### src/rtl/lsu_mem_port.sv
// Load/store unit: single outstanding transaction on a req/gnt/rvalid data bus,
// with byte-enable/lane generation, load extension and a REQ+WAIT timeout.
module lsu_mem_port #(
    parameter int unsigned TIMEOUT_CYCLES = 255
) (
    input  logic        clk,
    input  logic        rst_n,
    input  logic        ctrl_mem_write,
    input  logic        ctrl_mem2reg,
    input  logic [2:0]  ctrl_word_size,
    input  logic [31:0] addr,
    input  logic [31:0] wdata,
    output logic        lsu_busy,
    output logic        lsu_done,
    output logic        lsu_err,
    output logic [31:0] lsu_rdata,
    output logic        bus_req,
    output logic        bus_we,
    output logic [31:0] bus_addr,
    output logic [3:0]  bus_be,
    output logic [31:0] bus_wdata,
    input  logic        bus_gnt,
    input  logic        bus_rvalid,
    input  logic [31:0] bus_rdata
);

    localparam int unsigned CW = $clog2(TIMEOUT_CYCLES + 1);
    localparam logic [CW-1:0] LP_TLAST = CW'(TIMEOUT_CYCLES - 1);

    localparam logic [2:0] S_IDLE = 3'd0;
    localparam logic [2:0] S_REQ  = 3'd1;
    localparam logic [2:0] S_WAIT = 3'd2;
    localparam logic [2:0] S_DONE = 3'd3;
    localparam logic [2:0] S_ERR  = 3'd4;

    logic [2:0]    r_state;
    logic [2:0]    w_next;
    logic [31:0]   r_addr;
    logic [31:0]   r_wdata;
    logic [2:0]    r_size;
    logic          r_we;
    logic [CW-1:0] r_cnt;
    logic [31:0]   r_rdata;

    logic          w_req;
    logic          w_illegal;
    logic          w_timeout;
    logic          w_in_req;
    logic [3:0]    w_be;
    logic [31:0]   w_wdata;
    logic [7:0]    w_byte;
    logic [15:0]   w_half;
    logic [31:0]   w_load_ext;

    assign w_req     = ctrl_mem_write | ctrl_mem2reg;
    assign w_timeout = (r_cnt == LP_TLAST);
    assign w_in_req  = (r_state == S_REQ);

    // Legality is judged on the live inputs so the IDLE cycle can branch straight to ERR.
    always_comb begin
        w_illegal = 1'b0;
        if (ctrl_mem_write && ctrl_mem2reg) begin
            w_illegal = 1'b1;
        end else if (ctrl_mem_write) begin
            case (ctrl_word_size)
                3'b000, 3'b001, 3'b010: w_illegal = 1'b0;
                default:                w_illegal = 1'b1;
            endcase
        end else begin
            case (ctrl_word_size)
                3'b000, 3'b001, 3'b010, 3'b100, 3'b101: w_illegal = 1'b0;
                default:                                w_illegal = 1'b1;
            endcase
        end
        case (ctrl_word_size[1:0])
            2'b01:   if (addr[0]) w_illegal = 1'b1;
            2'b10:   if (addr[1:0] != 2'b00) w_illegal = 1'b1;
            default: ;
        endcase
    end

    always_comb begin
        w_next = r_state;
        case (r_state)
            S_IDLE: if (w_req) w_next = w_illegal ? S_ERR : S_REQ;
            S_REQ: begin
                if (w_timeout)    w_next = S_ERR;
                else if (bus_gnt) w_next = S_WAIT;
            end
            S_WAIT: begin
                if (bus_rvalid)     w_next = S_DONE;
                else if (w_timeout) w_next = S_ERR;
            end
            S_DONE:  w_next = S_IDLE;
            S_ERR:   w_next = S_IDLE;
            default: w_next = S_IDLE;
        endcase
    end

    always_ff @(posedge clk or negedge rst_n) begin
        if (!rst_n) begin
            r_state <= S_IDLE;
            r_cnt   <= '0;
            r_addr  <= '0;
            r_wdata <= '0;
            r_size  <= '0;
            r_we    <= 1'b0;
        end else begin
            r_state <= w_next;
            if (r_state == S_REQ || r_state == S_WAIT) r_cnt <= r_cnt + 1'b1;
            else                                      r_cnt <= '0;
            if (r_state == S_IDLE && w_req) begin
                r_addr  <= addr;
                r_wdata <= wdata;
                r_size  <= ctrl_word_size;
                r_we    <= ctrl_mem_write;
            end
        end
    end

    always_comb begin
        case (r_size[1:0])
            2'b00: begin
                w_be    = 4'b0001 << r_addr[1:0];
                w_wdata = {4{r_wdata[7:0]}};
            end
            2'b01: begin
                w_be    = r_addr[1] ? 4'b1100 : 4'b0011;
                w_wdata = {2{r_wdata[15:0]}};
            end
            default: begin
                w_be    = 4'b1111;
                w_wdata = r_wdata;
            end
        endcase
    end

    always_comb begin
        case (r_addr[1:0])
            2'b00:   w_byte = bus_rdata[7:0];
            2'b01:   w_byte = bus_rdata[15:8];
            2'b10:   w_byte = bus_rdata[23:16];
            default: w_byte = bus_rdata[31:24];
        endcase
        w_half = r_addr[1] ? bus_rdata[31:16] : bus_rdata[15:0];
        case (r_size)
            3'b000:  w_load_ext = {{24{w_byte[7]}}, w_byte};
            3'b001:  w_load_ext = {{16{w_half[15]}}, w_half};
            3'b100:  w_load_ext = {24'd0, w_byte};
            3'b101:  w_load_ext = {16'd0, w_half};
            default: w_load_ext = bus_rdata;
        endcase
    end

    always_ff @(posedge clk or negedge rst_n) begin
        if (!rst_n) begin
            r_rdata <= '0;
        end else if (r_state == S_WAIT && bus_rvalid && !r_we) begin
            r_rdata <= w_load_ext;
        end
    end

    // Bus fields are only driven while a request is presented; idle cycles show zeros.
    assign bus_req   = w_in_req;
    assign bus_we    = w_in_req & r_we;
    assign bus_addr  = w_in_req ? {r_addr[31:2], 2'b00} : '0;
    assign bus_be    = w_in_req ? w_be : '0;
    assign bus_wdata = w_in_req ? w_wdata : '0;

    assign lsu_busy  = (r_state == S_IDLE && w_req) || r_state == S_REQ || r_state == S_WAIT;
    assign lsu_done  = (r_state == S_DONE) || (r_state == S_ERR);
    assign lsu_err   = (r_state == S_ERR);
    assign lsu_rdata = r_rdata;

endmodule

### config.mk
export PLATFORM = sky130hd
export DESIGN_NAME = lsu_mem_port
export DESIGN_NICKNAME = d
export VERILOG_FILES = /design/src/rtl/lsu_mem_port.sv
export SDC_FILE = /design/constraint.sdc
export NUM_CORES = 1
export LEC_CHECK = 0
export BUFFER_PORTS_ARGS = -buffer_cell sky130_fd_sc_hd__buf_2
export CORE_MARGIN = 4
export CORE_UTILIZATION = 51
export CTS_BUF_LIST = sky130_fd_sc_hd__clkbuf_8
export CTS_CLUSTER_SIZE = 40
export DETAILED_ROUTE_END_ITERATION = 16
export PLACE_DENSITY = 0.87
export SKIP_CTS_REPAIR_TIMING = 1
export SYNTH_ARGS = -nofsm -noshare
export SYNTH_HDL_FRONTEND = slang
export SYNTH_SLANG_ARGS = --single-unit
export TNS_END_PERCENT = 100
### constraint.sdc
create_clock -name clk -period 2.2 [get_ports clk]
set_input_delay 0.11 -clock clk [delete_from_list [all_inputs] [get_ports clk]]
set_output_delay 0.11 -clock clk [all_outputs]
set_load 0.02 [all_outputs]
* Word-level counts from Yosys, hierarchy flattened
Index checks and enable logic that the tools add are counted.
** Word-level totals
- Flip-flop bits (word level) :: 111
- Input port bits :: 105
- Output and inout port bits :: 105
- Word-level logic and storage cells :: 73
** Operators by class
- Add/subtract/negate cells :: 1
- Eq/ne operators :: 20
- Shift operators :: 1
- Mux-type cells :: 24
- Bitwise operators :: 2
- Reduce and logical (&&, ||, !) cells :: 18
** Operator list (count)
- $pmux W32 S4 :: 1
- $mux W32 :: 2
- $pmux W32 S2 :: 1
- $pmux W8 S3 :: 1
- $mux W3 :: 6
- $mux W16 :: 1
- $eq A3 B3 Y1 const B :: 5
- $eq A3 B1 Y1 const B :: 3
- $eq A3 B2 Y1 const B :: 3
- $logic_not A3 Y1 :: 3
- $pmux W3 S3 :: 1
- $add A8 B1 Y8 const B :: 1
- $eq A8 B8 Y1 const B :: 1
- $mux W4 :: 2
- $mux W8 :: 1
- $pmux W4 S2 :: 1
- $eq A2 B1 Y1 const B :: 3
- $mux W1 :: 6
- $ne A3 B3 Y1 const B :: 2
- $reduce_or A5 Y1 :: 1
- $eq A2 B2 Y1 const B :: 2
- $logic_and A1 B1 Y1 :: 4
- $logic_not A2 Y1 :: 2
- $logic_or A1 B1 Y1 :: 4
- 9 further kinds :: 9

* Depth between registers and ports, before layout
Gate-level depths: netlist (run 1).
- Depth in word-level cells :: 10
- Gate-level depth with buffers :: 7
- Mapped depth without buffers :: 6

* Worst setup path after synthesis (run 1)
Ideal clock, no wire load.
- Path kind :: register to register
- Start point :: register r_state[0]
- End point :: register r_addr[0]
- Library setup time :: 0.125 ns
- Arrival time :: 1.684 ns
- Required time :: 2.075 ns
- Setup slack :: 0.391 ns
- Cell stages (with the launch flop) :: 7
- Path buffers :: 3
- Clock period less this slack :: 1.809 ns
- Cells stage by stage :: dfrtp_1 buf_2 nor3_1 o21a_1 buf_2 buf_4 mux2_2
** Between the ends
- Cells in the longest elaborated chain, start to end :: 2
** RTL lines
- start, declared :: line 36 : logic [2:0] r_state;
- start signal, assigned :: line 109 : r_state <= w_next;
- $logic_not A3 Y1 :: line 112 : if (r_state == S_IDLE && w_req) begin
- $logic_and A1 B1 Y1 :: line 112
- end signal, assigned :: line 113 : r_addr <= addr;
- end, declared :: line 38 : logic [31:0] r_addr;
Every way passes these cells.
A chain may end at the register's enable or synchronous reset.

* Final worst setup path (run 1)
- Start point :: register r_addr[0]
- End point :: output bus_be[0]
** Between the ends
- Cells in the longest elaborated chain, start to end :: 3
** RTL lines
- $shl A1 B2 Y4 :: line 124 : w_be = 4'b0001 << r_addr[1:0];
- $pmux W4 S2 :: line 122 : case (r_size[1:0])
- $mux W4 :: line 167 : assign bus_be = w_in_req ? w_be : '0;
- end, declared :: line 20 : output logic [3:0] bus_be,
Every way passes these cells.

==> results.md, run 1 <==
- Die H: 114 µm
- Fin nets: 942
- Core Util, Final: 72.0%
- DRT Wirelength: 18,200 µm
- Crit path launch: r_addr[0]
- Final hold vios: 4
- Initial core utilization: 52.4%
- Placer Congestion: 0.918
- Met3 Use GR: 7.80%
- I/O pin total: 210
- Synth-to-layout area growth: 37.2%
- Failing checks: negative hold slack
- First-pass GRT wire length: 25,400 µm
- Cell Rows: 38
- WL/cell: 18.7 µm
- Finished Layout Cells: 977
- Syn Area/Cell: 10.2 µm²
- Layout cells sized above 1: 38.0%
- Drt pass-1 iters: 5
- Worst rel slew slack: 44.2%
- CP Capture Point: bus_be[0]
- Final worst path period share: 94.5%
- Worst Skew: 0.00753 ns
- Crit path kind: flip-flop to output port
- CTS tree: built
- Critical Path RT: 2.09 ns
- Stages on worst setup path: 5
- Status: finished, violations left
- Minimum clock period: 2.08 ns
- Slew Viols, Final: 0
- Clock Pin Slew Worst Setup and Hold Paths: 0.11 ns
- Yosys cell types: 49
- DR DRC count: 0
- Synth top area cells: dfrtp_1, mux2_2, a21oi_1, nor2_1, and2_1
- Post-Synthesis Cells: 562
- Cell family with most CP delay: simple AND/OR/NAND/NOR gates
- Routed vias: 5,499
- First DRT Iteration DRCs: 505
- Max-cap violation count: 0
- Core Area: 10,900 µm²
- Final worst setup slack: 0.120 ns
- N_diodes: 0
- Initial antenna violation count: 0
- IR drop worst, VDD: 0.782 mV
- Max incr delay on CP: 0.53 ns
- Most common cell after layout, fill and taps aside: buf_2
- Met2 global-route usage: 41.0%
- Critical Path Start Type: flip-flop
- Commonest non-fill, non-tap cells in the layout: buf_2, dfrtp_1, dlygate4sd3_1
- Async SR Flop Fraction: 100%
- Pin count of the biggest net entering global routing: 44
- Maximum clock rate: 0.481 GHz
- Final HPWL DP: 11,900 µm
- CTS buffer count: 9
- Met1 GRT Util: 30.1%
- Placement Setup Slack: 0.203 ns
- Grt ovf: 0
- Vias in the first global route: 5,247
- Worst skew pair latency: 0.38 ns
- WP data arrival: 1.97 ns
- Worst path buffer plus inverter count: 2
- Synth Cell Area: 5740 µm²
- Number of cells on the worst reg-to-reg path: 4
- FF+latch count, synth: 111
- Setup Viol. Count Final: 0
- Number of enable flip-flop cells after synthesis: 0
- Leakage power: 3.84 nW
- Post-DRT Antenna Nets: 0
- Dominant synthesized flop cell: dfrtp_1
- Final hold slack: -0.00813 ns
- Filler cells: 729
- Die X: 114 µm
- Busiest layer in global routing: met2
- Tot GR Track Use: 24.5%
- Dpl cells: 888
- CP Max Fanout: 13
- Die area: 13,000 µm²
- Vias per Instance: 5.63
- CP max-delay cell: or2b_1
- Root buf cell: clkbuf_8
- CTS Buffer Depth: 2
- Reg-to-reg slack, setup: 0.18 ns
- Critical R2R Capture: lsu_rdata[25]
- H-Tree Depth: 3
- Sequential share of the synthesized area: 48.4%
- Largest area contributor in the netlist: dfrtp_1
- PD cells: 1380 nW/µm²
- Port-buffer cells: 207
- Least-Margin Pin Slew: 0.836 ns
- CP endpoint kind: output port
- YS warnings: 0
- Worst r2r src: r_addr[0]
- # clock sinks: 111
- Setup TNS: 0 ns
- Worst Hold Class: input pin to flip-flop
- Critical path, cell by cell: or2b_1 > a21oi_1 > buf_4 > nor2_1 > buf_2
- Top-area cell type share of the netlist area: 48.4%
[synthesized netlist by cell type, types with 4 or more instances]
library cell and n:
dfrtp_1 111, mux2_2 68, nor2_1 67, a21oi_1 52, and2_1 40, nand2_1 40, clkbuf_1 21, o21ai_0 19
mux2i_1 16, nor2b_1 12, buf_4 9, inv_1 9, o31ai_1 9, a22oi_1 8, buf_2 7, a211o_1 6
a21o_1 6, nand3b_1 6, ha_1 5, xor2_1 5, a22o_1 4, buf_1 4, nand3_1 4
[power breakdown]
group / total (mW) / internal (mW) / switching, mW / leakage, nW
clock network: 1.14 / 0.415 / 0.725 / 0.0870
logic: 5.95 / 2.54 / 3.41 / 2.43
registers: 3.75 / 3.03 / 0.727 / 1.33
total: 10.8 / 5.98 / 4.86 / 3.84
[tightest hold or removal path, delay by kind of cell]
kind / cells / cell delay, ns
buffers and inverters: 1 / 0.11
AOI/OAI and AO/OA: 1 / 0.06
and+or+nand+nor: 1 / 0.05
[how the worst min path moves through the flow]
stage                              from  slack (ns)  cells past startpoint       endpoint
after CTS                         rst_n       -0.28                      1  lsu_rdata[10]
after global routing      bus_rdata[17]      0.0008                      3  lsu_rdata[17]
after detailed placement          rst_n        0.12                      1  lsu_rdata[10]
after global placement            rst_n        0.12                      1  lsu_rdata[11]
final                           addr[1]      -0.008                      3      r_addr[1]
after floorplan                   rst_n       -0.19                      0   lsu_rdata[0]
[per-layer routing]
metal	part of all wire (%)	routed length, µm	vias to the layer above
met2	50	9050	285
met4	3.0	544	0
met5	0	0	-
li1	-	-	2472
met3	8.6	1570	56
met1	39	7060	2686
[stage by stage]
step | area [µm²] | total power [mW]
after floorplan | 5740 | 7.62
after global placement | 6960 | 9.21
after detailed placement | 6960 | 9.45
after CTS | 7130 | 10.6
after global routing | 7870 | 11.5
final | 7870 | 10.8
[cell families after synthesis]
kind of cell | Yosys count | share of synthesized area, %
AO/OA/AOI/OAI | 116 | 12.6
XOR/XNOR | 6 | 0.916
adder cells (fa/ha/maj) | 5 | 1.09
buffers and inverters | 51 | 4.21
flip-flops | 111 | 48.4
multiplexers | 85 | 16.5
other | 1 | 0.0654
AND/OR/NAND/NOR | 187 | 16.2
[layout make-up]
cell class	instances	area (µm²)	share of cell area (%)
clock inverters	7	50.0	0.636
flip-flops and latches	111	2780	35.3
multi-input cells	401	2740	34.8
repair buffers	300	1970	25.0
well taps	140	175	2.23
clock buffers	9	124	1.57
inverters	9	33.8	0.429
[state kept, by name, summed over array words and instances (netlist names)]
signal / flops
lsu_rdata: 32
r_addr: 32
r_wdata: 32
r_cnt: 8
r_size: 3
r_state: 3
r_we: 1
Power figures use the tool's default switching activity.
==> inputs of run 2 (changes only) <==
- CORE_UTILIZATION: 51 -> 55
- PLACE_DENSITY: 0.87 -> 0.88
- RECOVER_POWER: unset -> 50
- clock period: 2.2 -> 2.4 ns (I/O delays scaled with it)
==> results.md, run 2 (synthesis gave the netlist of run 1 again) <==
- Post-DRT Antenna Nets: 0 (unchanged)
- Critical Path Start Type: flip-flop
- Most common cell after layout, fill and taps aside: buf_2
- Maximum clock rate: 0.448 GHz
- Synth-to-layout area growth: 34.0%
- # clock sinks: 111 (unchanged)
- Worst skew pair latency: 0.38 ns (about the same)
- Worst Hold End: r_size[1]
- CP endpoint kind: output port
- Least-Margin Pin Slew: 1.47 ns (+0.629 ns)
- Core Area: 10,200 µm² (-6.4%)
- WL/cell: 19.4 µm (+4.0%)
- Vias in the first global route: 5,154 (-1.8%)
- Max incr delay on CP: 0.48 ns (-0.05 ns)
- DR DRC count: 0 (unchanged)
- Sw frac: 44.4% (-0.45 points)
- CTS Buffer Depth: 2 (unchanged)
- Design area: 7690 µm² (-2.3%)
- Routed vias: 5,506 (+0.13%)
- Slew Viols, Final: 0 (unchanged)
- Final HPWL DP: 11,900 µm (-0.20%)
- Die area: 12,100 µm² (-6.8%)
- Port-buffer cells: 207 (unchanged)
- Layout cells sized above 1: 33.8% (-4.2 points)
- First DRT Iteration DRCs: 473 (-6.3%)
- Critical R2R Capture: r_wdata[20]
- Worst rel slew slack: 2.33% (-42 points)
- Placer Congestion: 0.849 (-7.5%)
- Setup Viol. Count Final: 0 (unchanged)
- First-pass GRT wire length: 24,800 µm (-2.3%)
- Crit path kind: flip-flop to output port
- CTS buffer count: 9 (unchanged)
- Tot GR Track Use: 26.2% (+1.7 points)
- N_diodes: 0 (unchanged)
- Comb pwr share: 51.6% (-3.3 points)
- Core Util, Final: 75.1% (+3.2 points)
- Drt pass-1 iters: 5 (unchanged)
- Root buf cell: clkbuf_8
- Area after DPL: 6900 µm² (-0.76%)
- Fin nets: 928 (-1.5%)
- WHS Path Cells: 3 (unchanged)
- Pin count of the biggest net entering global routing: 60 (+36%)
- Vias per Instance: 5.75 (+2.1%)
- CP max-delay cell: dfrtp_2
- Commonest non-fill, non-tap cells in the layout: buf_2, dfrtp_1, mux2_2
- Initial antenna violation count: 1 (+1)
- Total power: 10.0 mW (-7.6%)
- Worst Hold Class: input pin to flip-flop
- Leakage power: 3.68 nW (-4.2%)
- Worst r2r src: r_state[2]
- Worst Skew: 0.0203 ns (+0.0128 ns)
- Grt ovf: 0 (unchanged)
- I/O pin total: 210 (unchanged)
- Multi-input gate area: 2730 µm² (-0.23%)
- Reg-to-reg slack, setup: 0.18 ns (about the same)
- Max-cap violation count: 0 (unchanged)
- WP data arrival: 2.11 ns (+0.14 ns)
- Critical path, cell by cell: nor2b_1 > nand2b_1 > inv_1 > buf_4 > and2_1 > buf_2
- Die H: 110 µm (-3.4%)
- Final worst path period share: 92.9%
- Clock Pin Slew Worst Setup and Hold Paths: 0.11 ns (about the same)
- Minimum clock period: 2.23 ns
- CTS tree: built
- Hold Startpoint: ctrl_word_size[1]
- Number of cells on the worst reg-to-reg path: 5 (+1)
- Status: finished clean
- Critical Path RT: 2.28 ns (+0.19 ns)
- Setup TNS: 0 ns (unchanged)
- Cell Rows: 37 (-2.6%)
- Clk pwr share: 12.9% (+2.4 points)
- RSZ-0062 raised after global routing: no
- Initial core utilization: 56.1% (+3.6 points)
- CP Max Fanout: 42 (+29)
- Internal power: 5.57 mW (-6.8%)
- Filler cells: 687 (-5.8%)
- Seq pwr share: 35.4% (+0.8 points)
- Sw power: 4.45 mW (-8.5%)
- PD cells: 1300 nW/µm² (-5.4%)
- Die X: 110 µm (-3.4%)
- IR drop worst, VDD: 0.647 mV (-17%)
- Final hold vios: 0 (-4)
- H-Tree Depth: 3 (unchanged)
- DRT Wirelength: 18,600 µm (+1.9%)
- Final hold slack: 0.00575 ns (+0.0139 ns)
- Crit path launch: r_state[0]
- FF+latch area: 2780 µm² (about the same)
-- run 2: changes by cell type in the layout (fill, tap and decap cells not counted), moves of 6 or more --
cell,change
clkbuf_1,+37
buf_2,-35
dlygate4sd3_1,-11
buf_4,-6
-- run 2: stage by stage --
step,setup slack [ns],std cells
final,0.170,958
after detailed placement,0.362,881
after global placement,0.476,881
after floorplan,0.591,563
after CTS,0.0845,896
after global routing,0.0270,958
-- run 2: power groups by stage --
stage | Combinational [mW] | Clock [mW] | Sequential (mW)
after floorplan | 3.44 | 0 | 3.55
after global placement | 4.91 | 0 | 3.41
after detailed placement | 5.08 | 0 | 3.49
after CTS | 5.10 | 1.31 | 3.46
after global routing | 5.59 | 1.39 | 3.63
final | 5.18 | 1.30 | 3.55
-- run 2: per-layer routing --
layer / GRT usage [%] / share of wire [%] / vias to the layer above
met2: 43.4 / 49 / 320
met1: 32.6 / 38 / 2663
met4: 12.5 / 4.3 / 2
met5: 0 / 0.043 / -
met3: 5.71 / 8.3 / 76
li1: - / - / 2445
-- run 2: worst max path at each step --
stage	endpoint	slack, ns	cells past startpoint
floorplan	r_addr[0]	0.59	6
global placement	lsu_rdata[10]	0.48	4
detailed placement	lsu_rdata[27]	0.36	4
CTS	bus_addr[16]	0.08	6
finish	bus_addr[16]	0.17	6
global route	bus_be[0]	0.03	4
-- run 2: final cells by class --
class,instances,area share (%)
Sequential cell,111,36.2
Inverter,9,0.440
Tap cell,136,2.21
Clock buffer,12,2.15
Multi-Input combinational cell,401,35.5
Timing Repair Buffer,286,22.6
Clock inverter,3,0.846
-- run 2: worst max-delay path, delay by kind of cell (launching register included) --
family | cells | cell delay [ns]
and+or+nand+nor | 3 | 0.67
buffers and inverters | 3 | 0.58
DFF | 1 | 0.48
